### src/rtl/sound_scheduler_pkg.sv
// Shared audio definitions: sound channels, scheduler states, clip lengths.
// Used by the audio path and by sound_scheduler.
package sound_scheduler_pkg;

    typedef enum logic [1:0] {
        CH_CHOMP = 2'd0,
        CH_WIN   = 2'd1,
        CH_INTRO = 2'd2,
        CH_DEATH = 2'd3
    } snd_chan_t;

    typedef enum logic [1:0] {
        SND_IDLE   = 2'd0,
        SND_PLAY   = 2'd1,
        SND_FINISH = 2'd2
    } snd_state_t;

    localparam int SND_CHAN_N    = 4;
    localparam int SND_CHOMP_LEN = 5735;
    localparam int SND_WIN_LEN   = 4096;
    localparam int SND_INTRO_LEN = 12279;
    localparam int SND_DEATH_LEN = 33735;

endpackage

### src/rtl/sound_scheduler_prio_enc.sv
// Priority encoder over pending sound requests (death highest, chomp lowest).
// Also flags whether the winner outranks the channel currently playing.
module snd_prio_enc
    import sound_scheduler_pkg::*;
(
    input  logic [SND_CHAN_N-1:0] pend_i,
    input  snd_chan_t             cur_i,
    output snd_chan_t             top_o,
    output logic                  any_o,
    output logic                  higher_o
);

    always_comb begin
        top_o = CH_CHOMP;
        if (pend_i[3]) begin
            top_o = CH_DEATH;
        end else if (pend_i[2]) begin
            top_o = CH_INTRO;
        end else if (pend_i[1]) begin
            top_o = CH_WIN;
        end
    end

    assign any_o    = |pend_i;
    assign higher_o = any_o && (top_o > cur_i);

endmodule

### src/rtl/sound_scheduler.sv
// Audio clip scheduler: latches play requests, plays highest priority clip.
// Define SOUND_PREEMPT_EN to let higher-priority requests abort playback.
module sound_scheduler
    import sound_scheduler_pkg::*;
#(
    parameter int CHOMP_LEN = SND_CHOMP_LEN,
    parameter int WIN_LEN   = SND_WIN_LEN,
    parameter int INTRO_LEN = SND_INTRO_LEN,
    parameter int DEATH_LEN = SND_DEATH_LEN,
    parameter int ADDR_W    = 16
) (
    input  logic                  clk_25MHZ,
    input  logic                  rst,
    input  logic                  clk_8KHZ,
    input  logic [SND_CHAN_N-1:0] req,
    input  logic                  stop,
    output logic [ADDR_W-1:0]     play_addr,
    output snd_chan_t             play_chan,
    output logic                  playing,
    output logic                  done,
    output logic [SND_CHAN_N-1:0] pending
);

    localparam logic [ADDR_W-1:0] CHOMP_LAST = ADDR_W'(CHOMP_LEN - 1);
    localparam logic [ADDR_W-1:0] WIN_LAST   = ADDR_W'(WIN_LEN - 1);
    localparam logic [ADDR_W-1:0] INTRO_LAST = ADDR_W'(INTRO_LEN - 1);
    localparam logic [ADDR_W-1:0] DEATH_LAST = ADDR_W'(DEATH_LEN - 1);
    localparam logic [ADDR_W-1:0] ONE = {{(ADDR_W-1){1'b0}}, 1'b1};

    snd_state_t            state_q, state_d;
    snd_chan_t             chan_q, chan_d;
    logic [ADDR_W-1:0]     addr_q, addr_d;
    logic [SND_CHAN_N-1:0] pend_q, pend_d;
    logic [SND_CHAN_N-1:0] clr;
    logic [ADDR_W-1:0]     last_addr;
    snd_chan_t             top;
    logic                  any;
    logic                  higher;
    logic                  preempt;

    snd_prio_enc u_prio (
        .pend_i   (pend_q),
        .cur_i    (chan_q),
        .top_o    (top),
        .any_o    (any),
        .higher_o (higher)
    );

`ifdef SOUND_PREEMPT_EN
    assign preempt = higher;
`else
    logic higher_unused;
    assign higher_unused = higher;
    assign preempt       = 1'b0;
`endif

    always_comb begin
        unique case (chan_q)
            CH_CHOMP: last_addr = CHOMP_LAST;
            CH_WIN:   last_addr = WIN_LAST;
            CH_INTRO: last_addr = INTRO_LAST;
            CH_DEATH: last_addr = DEATH_LAST;
        endcase
    end

    always_comb begin
        state_d = state_q;
        chan_d  = chan_q;
        addr_d  = addr_q;
        clr     = '0;
        unique case (state_q)
            SND_IDLE: begin
                if (any) begin
                    state_d    = SND_PLAY;
                    chan_d     = top;
                    addr_d     = '0;
                    clr[top]   = 1'b1;
                end
            end
            SND_PLAY: begin
                if (preempt) begin
                    chan_d   = top;
                    addr_d   = '0;
                    clr[top] = 1'b1;
                end else if (clk_8KHZ) begin
                    if (addr_q == last_addr) begin
                        state_d = SND_FINISH;
                    end else begin
                        addr_d = addr_q + ONE;
                    end
                end
            end
            SND_FINISH: begin
                state_d = SND_IDLE;
                addr_d  = '0;
            end
            default: begin
                state_d = SND_IDLE;
                addr_d  = '0;
            end
        endcase
        // A new request beats the selection clear in the same cycle
        pend_d = (pend_q & ~clr) | req;
        if (stop) begin
            state_d = SND_IDLE;
            chan_d  = chan_q;
            addr_d  = '0;
            pend_d  = '0;
        end
    end

    always_ff @(posedge clk_25MHZ or posedge rst) begin
        if (rst) begin
            state_q <= SND_IDLE;
            chan_q  <= CH_CHOMP;
            addr_q  <= '0;
            pend_q  <= '0;
        end else begin
            state_q <= state_d;
            chan_q  <= chan_d;
            addr_q  <= addr_d;
            pend_q  <= pend_d;
        end
    end

    assign play_addr = addr_q;
    assign play_chan = chan_q;
    assign playing   = (state_q == SND_PLAY);
    assign done      = (state_q == SND_FINISH);
    assign pending   = pend_q;

endmodule

### config.mk
export PLATFORM = sky130hd
export DESIGN_NAME = sound_scheduler
export DESIGN_NICKNAME = d
export VERILOG_FILES = /design/src/rtl/sound_scheduler_pkg.sv /design/src/rtl/sound_scheduler_prio_enc.sv /design/src/rtl/sound_scheduler.sv
export SDC_FILE = /design/constraint.sdc
export NUM_CORES = 1
export LEC_CHECK = 0
export BUFFER_PORTS_ARGS = -buffer_cell sky130_fd_sc_hd__buf_2
export CORE_MARGIN = 4
export CORE_UTILIZATION = 50
export CTS_BUF_LIST = sky130_fd_sc_hd__clkbuf_2
export CTS_CLUSTER_SIZE = 10
export DETAILED_ROUTE_END_ITERATION = 10
export GPL_TIMING_DRIVEN = 0
export PLACE_DENSITY = 0.77
export SETUP_SLACK_MARGIN = 0.1
export SLEW_MARGIN = 20
export SYNTH_ARGS = -nofsm -noshare
export SYNTH_HDL_FRONTEND = slang
export SYNTH_SLANG_ARGS = --single-unit
### constraint.sdc
create_clock -name clk_25MHZ -period 1.9 [get_ports clk_25MHZ]
set_input_delay 0.19 -clock clk_25MHZ [delete_from_list [all_inputs] [get_ports clk_25MHZ]]
set_output_delay 0.19 -clock clk_25MHZ [all_outputs]
set_load 0.005 [all_outputs]
==> results.cfg, run 1 <==
[yosys]
seq_area_frac_synth_pct = 40.8
synthCells = 167
async_reset_ff_share_pct = 100
synth-edff-count = 0
synth_ff_type = dfrtp_1
syn-cell-area_um2 = 1470
yosys_warnings = 0
synth_seq_cells = 24
syn_nets = 180
ys_types = 35
syn_area_per_cell_um2 = 8.82

[setup_path]
cp.required_ns = 2.16
arrival_ns = 2.36
start_kind = register
crit_type = register to register
cp-end-kind = register
cp_max_fo = 7
r2r_cells = 8

[sta]
timing.fmax_mhz = 475
layout_min_cycle_time_ns = 2.10
setup_tns_ns = -1.85
setup_viol = 14
holdWs_ns = 0.00471
final.setup_skew_ns = 0.00560
finalHoldViolations = 0
relSlewSlack_pct = 39.0
rsz0062_at_grt = yes
worstMarginPinSlew_ns = 0.914
drv_slew = 0
finalCritPeriodShare_pct = 111
worst_slack_ns = -0.204

[placement]
dpl_cell_area_um2 = 1720
post-dp-hpwl_mm = 2.88
place_inst = 229
pre_cts_ws_ns = -0.268
place_congestion = 0.891
io_buffer_count = 31

[run_status]
violations = negative setup slack
outcome = complete, but fails checks

[clock_tree]
clock_sinks = 24
cts_tree = yes
cts_root_buffer = clkbuf_2
htreeDepth = 1
path_clk_slew_ns = 0.23
cts_buffers = 3
clk_path_buf_depth = 2
clk-insertion-delay-late_ns = 0.34

[global_route]
antenna_found_initial = 0
grt_max_degree = 25
grt_overflow = 0
grt_pass1_wl_mm = 7.07
grt_pass1_vias = 1525
grt.total_usage_pct = 21.8

[detailed_routing]
wirelength_mm = 4.40
wire_per_inst_um = 17.4
drc = 0
vias = 1611
routed_via_density = 6.37
drtAntennaViolNets = 0
drt_iter0_markers = 86
dr.pass1.iters = 4

[min_path]
min_path_type = input pin to async pin

[finish]
final_common_cell = buf_2
fin_cells = 253
fillCellCount = 201
layout_common_cells = 31 x buf_2, 22 x dfrtp_1, 18 x buf_4, 17 x nand2_1, 14 x nand3_1
design_area_um2 = 2010
syn_to_final_growth_pct = 36.4
layout-drive-gt1-share_pct = 36.9
fin_nets = 236
n_antenna_cell = 0

[die]
initial_core_util_pct = 52.9
core_area_um2 = 2780
die_y_um = 62.3
die_area_um2 = 3880
die_width_um = 62.3
row_count = 19
ios = 32

[power]
p_leak_nw = 0.946
vdd_drop_max_uv = 455
power_density_nw_per_um2 = 516

[run]
max_cap_viol_count = 0
## per-stage QoR
| stage | power [mW] | util, % |
|---|---|---|
| global placement | 0.753 | 61.9 |
| finish | 1.04 | 72.2 |
| floorplan | 0.696 | - |
| CTS | 1.01 | 68.1 |
| detailed placement | 0.766 | 61.9 |
| global route | 1.11 | 72.2 |
## layer usage
metal / vias up / global-route usage (%) / wire length, µm
met5: - / 0 / 0
met4: 0 / 6.90 / 114
met3: 14 / 3.42 / 289
met2: 81 / 38.2 / 2270
met1: 776 / 27.1 / 1730
li1: 740 / - / -
## area by class of cell
cell class / count / area, µm² / area share [%]
multi-input combinational: 129 / 962 / 47.9
inverter: 8 / 30.0 / 1.49
buffer: 6 / 45.0 / 2.24
timing repair buffer: 51 / 312 / 15.5
clock inverter: 1 / 3.75 / 0.187
tap: 31 / 38.8 / 1.93
clock buffer: 3 / 15.0 / 0.747
sequential: 24 / 603 / 30.0
## synth_stat cells, types with 3 or more instances
cell type	count	area, µm²
dfrtp_1	24	601
nand2_1	17	63.8
nand3_1	14	70.1
nor2_1	12	45.0
o21ai_0	10	50.1
inv_1	8	30.0
a21oi_1	7	35.0
or4_1	7	52.6
and3_1	6	37.5
o211ai_1	6	45.0
ha_1	5	62.6
nor3_1	5	25.0
nand4_1	4	25.0
nor2b_1	4	25.0
or3_1	4	25.0
clkbuf_1	3	11.3
o41ai_1	3	26.3
## cell families (layout without fill, tap and decap cells)
| group | Yosys count | after routing | synth area share [%] |
|---|---|---|---|
| adder cells (fa/ha/maj) | 5 | 5 | 4.25 |
| AND/OR/NAND/NOR | 82 | 82 | 30.5 |
| flip-flops | 24 | 24 | 40.8 |
| XOR/XNOR | 1 | 1 | 0.595 |
| AO/OA/AOI/OAI | 41 | 41 | 19.2 |
| buffers and inverters | 14 | 69 | 4.67 |
## path summary, 6_finish.rpt
path                                            from                        end  slack, ns
max                         play_chan[1]$_DFFE_PP0P_   play_addr[8]$_DFFE_PP0P_      -0.20
max in group asynchronous                        rst   play_addr[6]$_DFFE_PP0P_       1.29
max reg2reg                 play_chan[1]$_DFFE_PP0P_   play_addr[8]$_DFFE_PP0P_      -0.20
min in group clk_25MHZ                        req[3]       pending[3]$_DFF_PP0_       0.05
min                                              rst       pending[1]$_DFF_PP0_      0.005
min reg2reg                play_addr[15]$_DFFE_PP0P_  play_addr[15]$_DFFE_PP0P_       0.55
## worst max-delay path, cell delays in order, from the launching register on
cell and delay (ns):
dfrtp_1 0.48, inv_2 0.08, ha_1 0.22, and3_1 0.22, o22ai_4 0.24, o31ai_4 0.11, buf_6 0.14, o311a_1 0.29
a221o_1 0.25
## state kept, by name, summed over array words and instances (netlist names)
signal     flops
pending        4
play_addr     16
play_chan      2
state_q        2
## power breakdown
| group | internal (mW) | leakage, nW | switching, mW |
|---|---|---|---|
| combinational | 0.129 | 0.612 | 0.156 |
| sequential | 0.530 | 0.319 | 0.0212 |
| clock | 0.0458 | 0.0140 | 0.156 |
## timing repair
action / CTS / global route
hold buffers: 0 / 1
buffers inserted: 10 / 8
gates cloned: 1 / 0
setup endpoints to repair: 18 / 18
resized for setup: 15 / 10
endpoints found under the hold margin: 0 / 1
pin swaps: 17 / 8
No activity file was read; power rests on OpenSTA's default activity.
==> inputs of run 2 (changes only) <==
--- a/config.mk
+++ b/config.mk
@@ -7,2 +7,3 @@
 export LEC_CHECK = 0
+export ABC_AREA = 1
 export BUFFER_PORTS_ARGS = -buffer_cell sky130_fd_sc_hd__buf_2
@@ -14,3 +15,3 @@
 export GPL_TIMING_DRIVEN = 0
-export PLACE_DENSITY = 0.77
+export PLACE_DENSITY = 0.76
 export SETUP_SLACK_MARGIN = 0.1
==> constraint.sdc (replaced) <==
create_clock -name clk_25MHZ -period 1.9 [get_ports clk_25MHZ]
set_input_delay 0.475 -clock clk_25MHZ [delete_from_list [all_inputs] [get_ports clk_25MHZ]]
set_output_delay 0.475 -clock clk_25MHZ [all_outputs]
set_load 0.005 [all_outputs]
==> results.cfg, run 2 <==
[run_status]
outcome = complete, but fails checks
violations = negative setup slack

[sta]
setup_tns_ns = -0.00321
worst_slack_ns = -0.00321
finalCritPeriodShare_pct = 100
setup_viol = 1
relSlewSlack_pct = 36.5
rsz0062_at_grt = yes
layout_min_cycle_time_ns = 1.90
drv_slew = 0
final.setup_skew_ns = 0.0205
timing.fmax_mhz = 525
finalHoldViolations = 0
worstMarginPinSlew_ns = 0.951

[setup_path]
crit_type = register to register
r2r-start = play_chan[1]$_DFFE_PP0P_
cp.required_ns = 2.18
start_kind = register
cp-endpoint = play_addr[13]$_DFFE_PP0P_
r2r_cells = 13
ff2ff_setup_slack_ns = -0.003
critPathLaunch = play_chan[1]$_DFFE_PP0P_
arrival_ns = 2.18
cp-end-kind = register
cp_max_fo = 7
worstReg2RegEnd = play_addr[13]$_DFFE_PP0P_

[die]
row_count = 20
die_area_um2 = 4360
core_area_um2 = 3130
initial_core_util_pct = 53.8
die_width_um = 66.0
die_y_um = 66.0
ios = 32

[global_route]
grt_overflow = 0
grt_max_degree = 25
gr-usage-met3_pct = 2.04
grt_pass1_vias = 1540
top_usage_layer = met2
use_met2_pct = 31.4
grt_pass1_wl_mm = 6.98
grt_util_met1_pct = 30.0
grt.total_usage_pct = 20.8
antenna_found_initial = 0

[placement]
place_congestion = 0.962
place_inst = 319
post-dp-hpwl_mm = 3.12
io_buffer_count = 31
dpl_cell_area_um2 = 1890

[yosys]
seq_area_frac_synth_pct = 35.7
synthCells = 244
synth_common_cells = 84 x nand2_1, 28 x nor2_1, 24 x dfrtp_1, 23 x inv_1, 19 x nand3_1
ys_types = 27
netlist.area_leader.share_pct = 35.7
syn_nets = 257
yosysTopAreaCell = dfrtp_1
synth_ff_type = dfrtp_1
syn-cell-area_um2 = 1680
yosys_warnings = 0
synth-edff-count = 0
yosysMostFrequentCell = nand2_1
syn_area_per_cell_um2 = 6.90
async_reset_ff_share_pct = 100
synth_seq_cells = 24
netlist_top_cells_area = dfrtp_1 36%, nand2_1 19%, o21ai_2 7.3%

[detailed_routing]
dr.pass1.iters = 5
drc = 0
vias = 1739
drtAntennaViolNets = 0
wirelength_mm = 4.49
drt_iter0_markers = 167
wire_per_inst_um = 13.5
routed_via_density = 5.24

[clock_tree]
clock_sinks = 24
cts_root_buffer = clkbuf_2
postCtsHoldBufs = 0
cts_buffers = 3
cts_tree = yes
path_clk_slew_ns = 0.23
clk_path_buf_depth = 2
htreeDepth = 1
clk-insertion-delay-late_ns = 0.34

[power]
vdd_drop_max_uv = 485
p_leak_nw = 1.06
power_density_nw_per_um2 = 641

[finish]
design_area_um2 = 2080
fillCellCount = 295
layout_common_cells = 74 x nand2_1, 31 x buf_2, 28 x nor2_1, 24 x dfrtp_1, 20 x inv_1
fin_nets = 303
largest_reg_flops = 16
fin_cells = 332
final_common_cell = nand2_1
layout-drive-gt1-share_pct = 31.3
syn_to_final_growth_pct = 23.6
n_antenna_cell = 0

[min_path]
min_path_type = input pin to async pin

[run]
max_cap_viol_count = 0
## run 2: power breakdown
| group | internal, mW | switching (mW) | total (mW) |
|---|---|---|---|
| Sequential | 0.544 | 0.0328 | 0.576 |
| Clock | 0.0430 | 0.152 | 0.195 |
| Combinational | 0.248 | 0.314 | 0.562 |
| Total | 0.834 | 0.499 | 1.33 |
## run 2: worst min-delay path by stage
stage,slack [ns],end,from,cells past startpoint
global route,0.32,pending[1]$_DFF_PP0_,req[1],3
finish,0.29,play_addr[15]$_DFFE_PP0P_,rst,2
floorplan,0.48,state_q[0]$_DFFE_PP0P_,state_q[0]$_DFFE_PP0P_,2
detailed placement,0.51,state_q[0]$_DFFE_PP0P_,state_q[0]$_DFFE_PP0P_,2
CTS,0.31,play_addr[14]$_DFFE_PP0P_,rst,2
global placement,0.51,state_q[0]$_DFFE_PP0P_,state_q[0]$_DFFE_PP0P_,2
## run 2: cells by family after synthesis
logic type                 after synthesis  share of synthesized area [%]
AOI/OAI and AO/OA                       30                           12.7
xor gates and xnor gates                 1                          0.521
adders and majority gates                5                           3.72
buffers and inverters                   33                           8.70
DFF                                     24                           35.7
and+or+nand+nor                        151                           38.7
## run 2: layout make-up
class,instances,area [µm²],area share [%]
well taps,44,55.1,2.65
inverters,29,109,5.23
multi-input cells,187,986,47.4
flip-flops and latches,24,601,28.9
clock buffers,3,15.0,0.722
plain buffers,4,48.8,2.35
repair buffers,41,265,12.8
## run 2: worst max-delay path, stage by stage (launching register included)
cell and delay (ns):
dfrtp_1 0.46, inv_2 0.08, ha_4 0.27, inv_2 0.04, nand2_2 0.04, nand2_1 0.05, nor2_1 0.11, nand2_1 0.08
nor2_2 0.17, nand3_2 0.10, nand2_4 0.17, clkbuf_16 0.18, nand2_2 0.05, o21ai_2 0.05
## run 2: repair_timing
item / 4_1_cts / 5_1_grt
gates resized for setup: 2 / 18
endpoints found under the setup margin: 16 / 19
buffers inserted: 6 / 2
pin swaps: 0 / 6
gates cloned: 0 / 2
## run 2: routing by layer
metal | routed length (µm) | vias to the layer above | share of wire [%]
li1 | - | 876 | -
met1 | 2050 | 786 | 46
met2 | 2020 | 66 | 45
met3 | 300 | 11 | 6.7
met4 | 111 | 0 | 2.5
met5 | 0 | - | 0
## run 2: per-stage QoR
step	power [mW]	setup slack [ns]	hold WS (ns)	utilization, %
2_1_floorplan	0.869	0.256	0.484	-
5_1_grt	1.43	-0.103	0.319	66.5
6_report	1.33	-0.00321	0.293	66.5
3_5_place_dp	0.989	0.0834	0.515	60.5
4_1_cts	1.23	0.0963	0.311	62.7
3_3_place_gp	0.989	0.114	0.510	60.5
